`src/rtl/pc_fetch_sequencer_if.sv`:
```
// Fetch bus: imem request/ready handshake plus the decode-facing
// delivery signals (valid, pc, stall, squash).
interface pc_fetch_sequencer_if;
   logic        imem_req;
   logic [31:0] imem_addr;
   logic        imem_ready;
   logic        fetch_valid;
   logic [31:0] fetch_pc;
   logic [31:0] pc_plus4;
   logic        squash;
   logic        stall;

   modport master (
      output imem_req,
      output imem_addr,
      input  imem_ready,
      output fetch_valid,
      output fetch_pc,
      output pc_plus4,
      output squash,
      input  stall
   );

   modport slave (
      input  imem_req,
      input  imem_addr,
      output imem_ready,
      input  fetch_valid,
      input  fetch_pc,
      input  pc_plus4,
      input  squash,
      output stall
   );
endinterface

```
`src/rtl/pc_fetch_sequencer.sv`:
```
// PC sequencer: BOOT/FETCH/DELIVER FSM with a one-entry prioritised
// redirect register; redirects squash the outstanding fetch.
module pc_fetch_sequencer #(
   parameter logic [31:0] RESET_VECTOR = 32'h0000_0000,
   parameter logic [31:0] EXC_VECTOR   = 32'h8000_0180
) (
   input  logic        clk,
   input  logic        reset,
   input  logic        branch_taken,
   input  logic [31:0] branch_target,
   input  logic        jump,
   input  logic [31:0] jump_target,
   input  logic        exception,
   pc_fetch_sequencer_if.master bus
);

   typedef enum logic [1:0] {
      BOOT    = 2'd0,
      FETCH   = 2'd1,
      DELIVER = 2'd2
   } state_e;

   state_e      state_q, state_d;
   logic        req_q, req_d;
   logic [31:0] addr_q, addr_d;
   logic        valid_q, valid_d;
   logic [31:0] pc_q, pc_d;
   logic [31:0] pc4_q, pc4_d;
   logic        squash_q, squash_d;
   logic        pend_vld_q, pend_vld_d;
   logic [1:0]  pend_rank_q, pend_rank_d;
   logic [31:0] pend_tgt_q, pend_tgt_d;

   logic [1:0]  arr_rank;
   logic [31:0] arr_tgt;
   logic        take_arr;
   logic        mrg_vld;
   logic [1:0]  mrg_rank;
   logic [31:0] mrg_tgt;

   // Rank 3 = exception, 2 = jump, 1 = branch, 0 = none.
   always_comb begin
      arr_rank = 2'd0;
      arr_tgt  = 32'h0;
      if (exception) begin
         arr_rank = 2'd3;
         arr_tgt  = EXC_VECTOR;
      end else if (jump) begin
         arr_rank = 2'd2;
         arr_tgt  = jump_target;
      end else if (branch_taken) begin
         arr_rank = 2'd1;
         arr_tgt  = branch_target;
      end
      arr_tgt[1:0] = 2'b00;
   end

   always_comb begin
      take_arr = (arr_rank != 2'd0) &&
                 (!pend_vld_q || (arr_rank >= pend_rank_q));
      mrg_vld  = pend_vld_q | (arr_rank != 2'd0);
      mrg_rank = take_arr ? arr_rank : pend_rank_q;
      mrg_tgt  = take_arr ? arr_tgt : pend_tgt_q;
   end

   always_comb begin
      state_d     = state_q;
      req_d       = req_q;
      addr_d      = addr_q;
      valid_d     = valid_q;
      pc_d        = pc_q;
      pc4_d       = pc4_q;
      squash_d    = 1'b0;
      pend_vld_d  = pend_vld_q;
      pend_rank_d = pend_rank_q;
      pend_tgt_d  = pend_tgt_q;
      case (state_q)
         BOOT: begin
            state_d = FETCH;
            req_d   = 1'b1;
            addr_d  = RESET_VECTOR;
         end
         FETCH: begin
            if (bus.imem_ready) begin
               if (mrg_vld) begin
                  squash_d    = 1'b1;
                  addr_d      = mrg_tgt;
                  pend_vld_d  = 1'b0;
                  pend_rank_d = 2'd0;
               end else begin
                  state_d = DELIVER;
                  req_d   = 1'b0;
                  valid_d = 1'b1;
                  pc_d    = addr_q;
                  pc4_d   = addr_q + 32'd4;
               end
            end else begin
               pend_vld_d  = mrg_vld;
               pend_rank_d = mrg_rank;
               pend_tgt_d  = mrg_tgt;
            end
         end
         DELIVER: begin
            if (bus.stall) begin
               pend_vld_d  = mrg_vld;
               pend_rank_d = mrg_rank;
               pend_tgt_d  = mrg_tgt;
            end else begin
               state_d     = FETCH;
               req_d       = 1'b1;
               valid_d     = 1'b0;
               addr_d      = mrg_vld ? mrg_tgt : pc4_q;
               pend_vld_d  = 1'b0;
               pend_rank_d = 2'd0;
            end
         end
         default: begin
            state_d = BOOT;
            req_d   = 1'b0;
            valid_d = 1'b0;
         end
      endcase
   end

   always_ff @(posedge clk) begin
      if (reset) begin
         state_q     <= BOOT;
         req_q       <= 1'b0;
         addr_q      <= RESET_VECTOR;
         valid_q     <= 1'b0;
         pc_q        <= 32'h0;
         pc4_q       <= 32'd4;
         squash_q    <= 1'b0;
         pend_vld_q  <= 1'b0;
         pend_rank_q <= 2'd0;
         pend_tgt_q  <= 32'h0;
      end else begin
         state_q     <= state_d;
         req_q       <= req_d;
         addr_q      <= addr_d;
         valid_q     <= valid_d;
         pc_q        <= pc_d;
         pc4_q       <= pc4_d;
         squash_q    <= squash_d;
         pend_vld_q  <= pend_vld_d;
         pend_rank_q <= pend_rank_d;
         pend_tgt_q  <= pend_tgt_d;
      end
   end

   assign bus.imem_req    = req_q;
   assign bus.imem_addr   = addr_q;
   assign bus.fetch_valid = valid_q;
   assign bus.fetch_pc    = pc_q;
   assign bus.pc_plus4    = pc4_q;
   assign bus.squash      = squash_q;

endmodule

```
`src/flat_wrapper.sv`:
```
// flat-port wrapper written by rule: the top's interface ports become plain ports
module pc_fetch_sequencer_flat 
#(
   parameter logic [31:0] RESET_VECTOR = 32'h0000_0000,
   parameter logic [31:0] EXC_VECTOR   = 32'h8000_0180
)
  (clk, reset, branch_taken, branch_target, jump, jump_target, exception, bus_imem_req, bus_imem_addr, bus_imem_ready, bus_fetch_valid, bus_fetch_pc, bus_pc_plus4, bus_squash, bus_stall);
  pc_fetch_sequencer_if bus_i ();
  input  logic clk;
  input  logic reset;
  input  logic branch_taken;
  input  logic [31:0] branch_target;
  input  logic jump;
  input  logic [31:0] jump_target;
  input  logic exception;
  output wire logic [$bits(bus_i.imem_req)-1:0] bus_imem_req;
  output wire logic [$bits(bus_i.imem_addr)-1:0] bus_imem_addr;
  input wire logic [$bits(bus_i.imem_ready)-1:0] bus_imem_ready;
  output wire logic [$bits(bus_i.fetch_valid)-1:0] bus_fetch_valid;
  output wire logic [$bits(bus_i.fetch_pc)-1:0] bus_fetch_pc;
  output wire logic [$bits(bus_i.pc_plus4)-1:0] bus_pc_plus4;
  output wire logic [$bits(bus_i.squash)-1:0] bus_squash;
  input wire logic [$bits(bus_i.stall)-1:0] bus_stall;
  assign bus_imem_req = bus_i.imem_req;
  assign bus_imem_addr = bus_i.imem_addr;
  assign bus_i.imem_ready = bus_imem_ready;
  assign bus_fetch_valid = bus_i.fetch_valid;
  assign bus_fetch_pc = bus_i.fetch_pc;
  assign bus_pc_plus4 = bus_i.pc_plus4;
  assign bus_squash = bus_i.squash;
  assign bus_i.stall = bus_stall;
  pc_fetch_sequencer #(.RESET_VECTOR(RESET_VECTOR), .EXC_VECTOR(EXC_VECTOR)) u_core (.clk(clk), .reset(reset), .branch_taken(branch_taken), .branch_target(branch_target), .jump(jump), .jump_target(jump_target), .exception(exception), .bus(bus_i));
endmodule
```
`config.mk`:
```
export PLATFORM = sky130hd
export DESIGN_NAME = pc_fetch_sequencer_flat
export DESIGN_NICKNAME = d
export VERILOG_FILES = /design/src/rtl/pc_fetch_sequencer_if.sv /design/src/rtl/pc_fetch_sequencer.sv /design/src/flat_wrapper.sv
export SDC_FILE = /design/constraint.sdc
export NUM_CORES = 1
export LEC_CHECK = 0
export ABC_AREA = 1
export CORE_UTILIZATION = 23
export DETAILED_ROUTE_END_ITERATION = 10
export PLACE_DENSITY_LB_ADDON = 0.15
export REMOVE_ABC_BUFFERS = 1
export SLEW_MARGIN = 20
export SYNTH_ARGS = -nofsm -noshare
export SYNTH_HDL_FRONTEND = slang
export SYNTH_SLANG_ARGS = --single-unit
```
`constraint.sdc`:
```
create_clock -name clk -period 3.7 [get_ports clk]
set_clock_uncertainty 0.1 [all_clocks]
set_input_delay 0.925 -clock clk [delete_from_list [all_inputs] [get_ports clk]]
set_output_delay 0.925 -clock clk [all_outputs]
set_load 0.05 [all_outputs]
```
Word level (Yosys, flattened, before mapping)
Index checks and enable logic that the tools add are counted.
Word-level totals
  flip-flop bits (word level): 136
  output and inout bits: 99
Cells by class
  $add $sub $neg: 1
  order comparisons: 1
  equality and inequality tests: 9
  muxes and demuxes: 37
  bitwise operators: 5
  reductions and logical operators: 14
Operators by type and width (count)
  $mux W32: 10
  $pmux W32 S3: 1
  $pmux W32 S2: 1
  $add A32 B3 Y32 const B: 1
  $mux W2: 9
  $mux W1: 11
  $ne A2 B2 Y1 const B: 5
  $reduce_and A3 Y1: 3
  $reduce_and A4 Y1: 2
  $pmux W1 S3: 2
  $pmux W2 S3: 1
  $not A1 Y1: 4
  $pmux W2 S2: 1
  $reduce_bool A2 Y1: 2
  $ne A3 B2 Y1 const B: 1
  $reduce_bool A3 Y1: 1
  $reduce_or A3 Y1: 1
  $eq A2 B1 Y1 const B: 1
  $eq A2 B2 Y1 const B: 1
  $ge A2 B2 Y1: 1
  $logic_not A2 Y1: 1
  $ne A2 B1 Y1 const B: 1
  $pmux W1 S2: 1
  $reduce_and A2 Y1: 1
  4 further kinds: 4

Logic depth before layout (Yosys ltp)
  depth after elaboration: 10
  depth in mapped cells: 14
  gate-level depth less buffers: 13

Worst setup path before layout
No wires, ideal clock.
  kind: input-to-reg
  start point: input port exception
  end point: register u_core.pend_tgt_q[26]
  setup time: 128 ps
  arrival: 2608 ps
  path slack: 865 ps
  cell stages on the path: 14
  buffers on the path: 3
  cell sequence: buf_6 clkbuf_1 nor2_1 ha_1 inv_1 nand2_1 nand2_1 nand2_1 nand2_2 nor2_2 clkbuf_1 or2_2 o21ai_0 nor2_1
On the way
  word-level cells in the longest chain between the ends: 7
RTL lines
  start, declared: RTL line flat_wrapper.sv:15  | input logic exception;
  $mux W2: RTL line pc_fetch_sequencer.sv:45  | if (exception) begin
  $ge A2 B2 Y1: RTL line pc_fetch_sequencer.sv:60  | (!pend_vld_q || (arr_rank >= pend_rank_q));
  $logic_or A1 B1 Y1: RTL line pc_fetch_sequencer.sv:60
  $logic_and A1 B1 Y1: RTL line pc_fetch_sequencer.sv:59  | take_arr = (arr_rank != 2'd0) &&
  $mux W32 (*): RTL line pc_fetch_sequencer.sv:63  | mrg_tgt = take_arr ? arr_tgt : pend_tgt_q;
  $mux W32, on equally long branches: RTL line pc_fetch_sequencer.sv:104, pc_fetch_sequencer.sv:84
  $pmux W32 S2 (*): RTL line pc_fetch_sequencer.sv:77  | case (state_q)
  end signal, assigned: RTL line pc_fetch_sequencer.sv:147  | pend_tgt_q <= pend_tgt_d;
  end, declared: RTL line pc_fetch_sequencer.sv:32  | logic [31:0] pend_tgt_q, pend_tgt_d;
Mark *: on every way between the ends. The rest lies on a longest branch, timed or not. The select of a mux whose other input is x is not followed.
A chain may end at the register's enable or synchronous reset.

Final worst setup path
  start point: input port branch_taken
  end point: register u_core.pend_tgt_q[13]
On the way
  word-level cells in the longest chain between the ends: 9
RTL lines
  start, declared: RTL line flat_wrapper.sv:11  | input logic branch_taken;
  $mux W1: RTL line pc_fetch_sequencer.sv:51  | end else if (branch_taken) begin
  $mux W2: RTL line pc_fetch_sequencer.sv:48  | end else if (jump) begin
  $mux W2: RTL line pc_fetch_sequencer.sv:45
  $ge A2 B2 Y1: RTL line pc_fetch_sequencer.sv:60
  $logic_or A1 B1 Y1: RTL line pc_fetch_sequencer.sv:60
  $logic_and A1 B1 Y1: RTL line pc_fetch_sequencer.sv:59
  $mux W32 (*): RTL line pc_fetch_sequencer.sv:63
  $mux W32, on equally long branches: RTL line pc_fetch_sequencer.sv:104, pc_fetch_sequencer.sv:84
  $pmux W32 S2 (*): RTL line pc_fetch_sequencer.sv:77
Marks and branches as above.

==> results.toml <==
[pwr]
powerDensity_nw_per_um2 = 451
switching_share_pct = 31.0
seq_power_share_pct = 36.3
p_int_mw = 3.07
p_clk_share_pct = 41.5
p_sw_mw = 1.38
p_total_mw = 4.45
peakVddDrop_uv = 218
p_leak_nw = 3.91
p_comb_share_pct = 22.2

[global_route]
grt_pass1_wl_um = 43300
groute.usage.overall_pct = 18.1
grt_overflow = 0
grt_pass1_vias = 7147
grt_max_degree = 81
antenna_found_initial = 0

[final_layout]
fin_area_sq_um = 9860
seqCellArea_sq_um = 2680
layout-drive-gt1-share_pct = 8.46
area_growth_pct = 37.0
utilization_pct = 32.2
nFillCells = 3313
nNetsFinal = 1331
diodes = 0
multi_input_comb_area_sq_um = 3890

[die]
initial_core_util_pct = 23.5
io-pin-count = 170
core-area_sq_um = 30700
fp.dieW_um = 179
die_height_um = 179
design.die.area_sq_um = 32000
rows = 64

[logic_synthesis]
synth-seq-cells = 134
synthArstFlopShare_pct = 0
syn_area_sq_um = 7200
synth_most_common_cell = "nand2_1"
yosysSeqAreaShare_pct = 37.3
synth_top_area_share_pct = 37.3
ys_top_cells_by_area = "dfxtp_1 (37%), nand2_1 (16%), nand3_1 (8.8%)"
avgSynthCellArea_sq_um = 6.49
ys.flop_type = "dfxtp_1"
synth_edf_count = 0
yosys_warnings = 0
synth_cells = 1109
yosysTopAreaCell = "dfxtp_1"
synth_common_cells = "nand2_1 (316), dfxtp_1 (134), nand3_1 (126)"
ys_types = 33

[critical_path]
cp_max_fo = 25
worstPathCellList = "clkdlybuf4s50_1, inv_1, nor2_1, nor2_1, ha_1, inv_1, nand2_1, nand2_1, nand2_1, nand2_2, nor2_2, buf_4, inv_1, buf_4, o21ai_0, nor2_1"
critical_path.startpoint_type = "input port"
r2r-end = "u_core.pend_tgt_q[13]"
rr_startpoint = "u_core.state_q[1]"
r2r_slack_ns = 1.27
crit_arrival_ns = 3.31
cp-startpoint = "branch_taken"
critPathRequiredTime_ns = 3.88
critPathCaptureType = "register"
crit_type = "in2reg"
rr_worst_depth = 11
cpMaxStageDelayCell = "clkdlybuf4s50_1"
slowest_delay_ns = 0.48

[placed_design]
port_buffers = 165
globalplace.congestion = 0.745
dp_hpwl_um = 19300
postPlaceCellArea_sq_um = 9230

[timing]
post-route-period-util_pct = 84.8
worst_pin_slew_ns = 1.03
setup_tns_ns = 0
rsz0062_at_grt = "false"
drv_slew = 0
min_period_ns = 3.14
setup_viol = 0
relSlewSlack_pct = 31.4
timing.fmax_ghz = 0.319
hold_viol = 0

[route]
routedWlPerCell_um = 17.1
ant_nets = 0
drc = 0
vias = 7542
routed_wl_um = 28500
dr.pass1.iters = 5
via_per_inst = 4.54
drtIter0Drc = 555

[clock_tree]
root_buffer = "clkbuf_16"
clk_path_buf_depth = 2
cts_setup_buffers = 0
cts.clk_slew.worst_paths_ns = 0.06
clkLatencyLatePin_ns = 0.43
tritoncts = "done"
numCtsBuffers = 17
clock_sinks = 134
htreeDepth = 4
ctsResizeCount = 0
ctsHoldBuffers = 0

[hold_path]
hold_path.startpoint = "u_core.pend_tgt_q[7]"
min_path_cells = 2
timing.hold.worst_endpoint = "u_core.pend_tgt_q[7]"
hp-class = "reg2reg"

[run_status]
status = "finished, final reports clean"

[job]
cap_viol_max_count = 0
-- cells by family after synthesis --
| family | Yosys count | synth area share (%) |
|---|---|---|
| XOR/XNOR | 12 | 1.46 |
| flip-flops | 134 | 37.3 |
| buffers and inverters | 136 | 8.65 |
| AO/OA/AOI/OAI | 204 | 14.9 |
| adder cells (fa/ha/maj) | 7 | 1.22 |
| AND/OR/NAND/NOR | 616 | 36.5 |
-- power by group through the flow --
| stage | sequential, mW | combinational (mW) | clock (mW) |
|---|---|---|---|
| finish | 1.61 | 0.989 | 1.85 |
| global route | 1.63 | 1.10 | 1.94 |
| CTS | 1.61 | 0.994 | 1.89 |
| detailed placement | 1.65 | 0.990 | 0 |
| global placement | 1.64 | 0.983 | 0 |
| floorplan | 1.71 | 0.489 | 0 |
-- critical path: cells and delay by family --
family | cells | cell delay (ns)
buffers and inverters | 6 | 1.15
and+or+nand+nor | 8 | 0.77
adders and majority gates | 1 | 0.27
AOI/OAI and AO/OA | 1 | 0.21
-- per-layer routing --
| metal | wire (um) | up-vias | share of wire (%) | GRT usage (%) |
|---|---|---|---|---|
| met5 | 0 | - | 0 | 0 |
| met4 | 411 | 0 | 1.4 | 5.01 |
| met3 | 1730 | 25 | 6.1 | 3.63 |
| met2 | 12700 | 203 | 45 | 29.1 |
| met1 | 13600 | 3424 | 48 | 24.5 |
| li1 | - | 3890 | - | - |
-- worst max-delay path by stage --
stage	to	slack, ns	cells after the start
floorplan	u_core.pend_tgt_q[7]	0.15	13
global placement	u_core.pend_tgt_q[5]	0.11	16
detailed placement	u_core.pend_tgt_q[5]	0.13	16
CTS	u_core.pend_tgt_q[22]	0.57	16
global route	u_core.pend_tgt_q[5]	0.29	16
finish	u_core.pend_tgt_q[13]	0.56	16
-- state kept, by name, summed over array words and instances (netlist names) --
register,cells
u_core.bus.pc_plus4,32
u_core.pend_tgt_q,32
u_core.bus.fetch_valid,1
u_core.bus.fetch_pc,30
u_core.pend_rank_q,2
u_core.state_q,2
u_core.pend_vld_q,1
u_core.bus.squash,1
u_core.bus.imem_req,1
u_core.bus.imem_addr,32
-- cells in the final DEF (no fill, tap or decap), types with 4 or more instances in the layout --
cell,count
clkdlybuf4s50_1,163
clkbuf_16,17
or2_2,19
dfxtp_1,134
nor2_2,8
nand2_1,316
nand3_1,126
a211oi_1,7
nor2_1,123
xor2_1,9
ha_1,7
a21oi_1,92
bufinv_16,4
nor2_4,5
inv_1,61
o21ai_1,8
nor3_1,11
buf_4,29
o21ai_0,91
-- stage by stage --
stage	cells	hold WS, ns	worst slack [ns]
after floorplan	1037	0.326	0.153
after global placement	1630	0.335	0.111
after detailed placement	1630	0.344	0.131
after CTS	1661	0.353	0.574
after global routing	1661	0.369	0.292
final	1661	0.352	0.564
-- layout make-up --
class | instances | share of cell area (%)
Multi-Input combinational cell | 839 | 39.5
Sequential cell | 134 | 27.2
Timing Repair Buffer | 197 | 19.5
Tap cell | 396 | 5.02
Clock buffer | 19 | 4.59
Inverter | 64 | 2.46
Clock inverter | 12 | 1.79
Power figures use the tool's default switching activity.
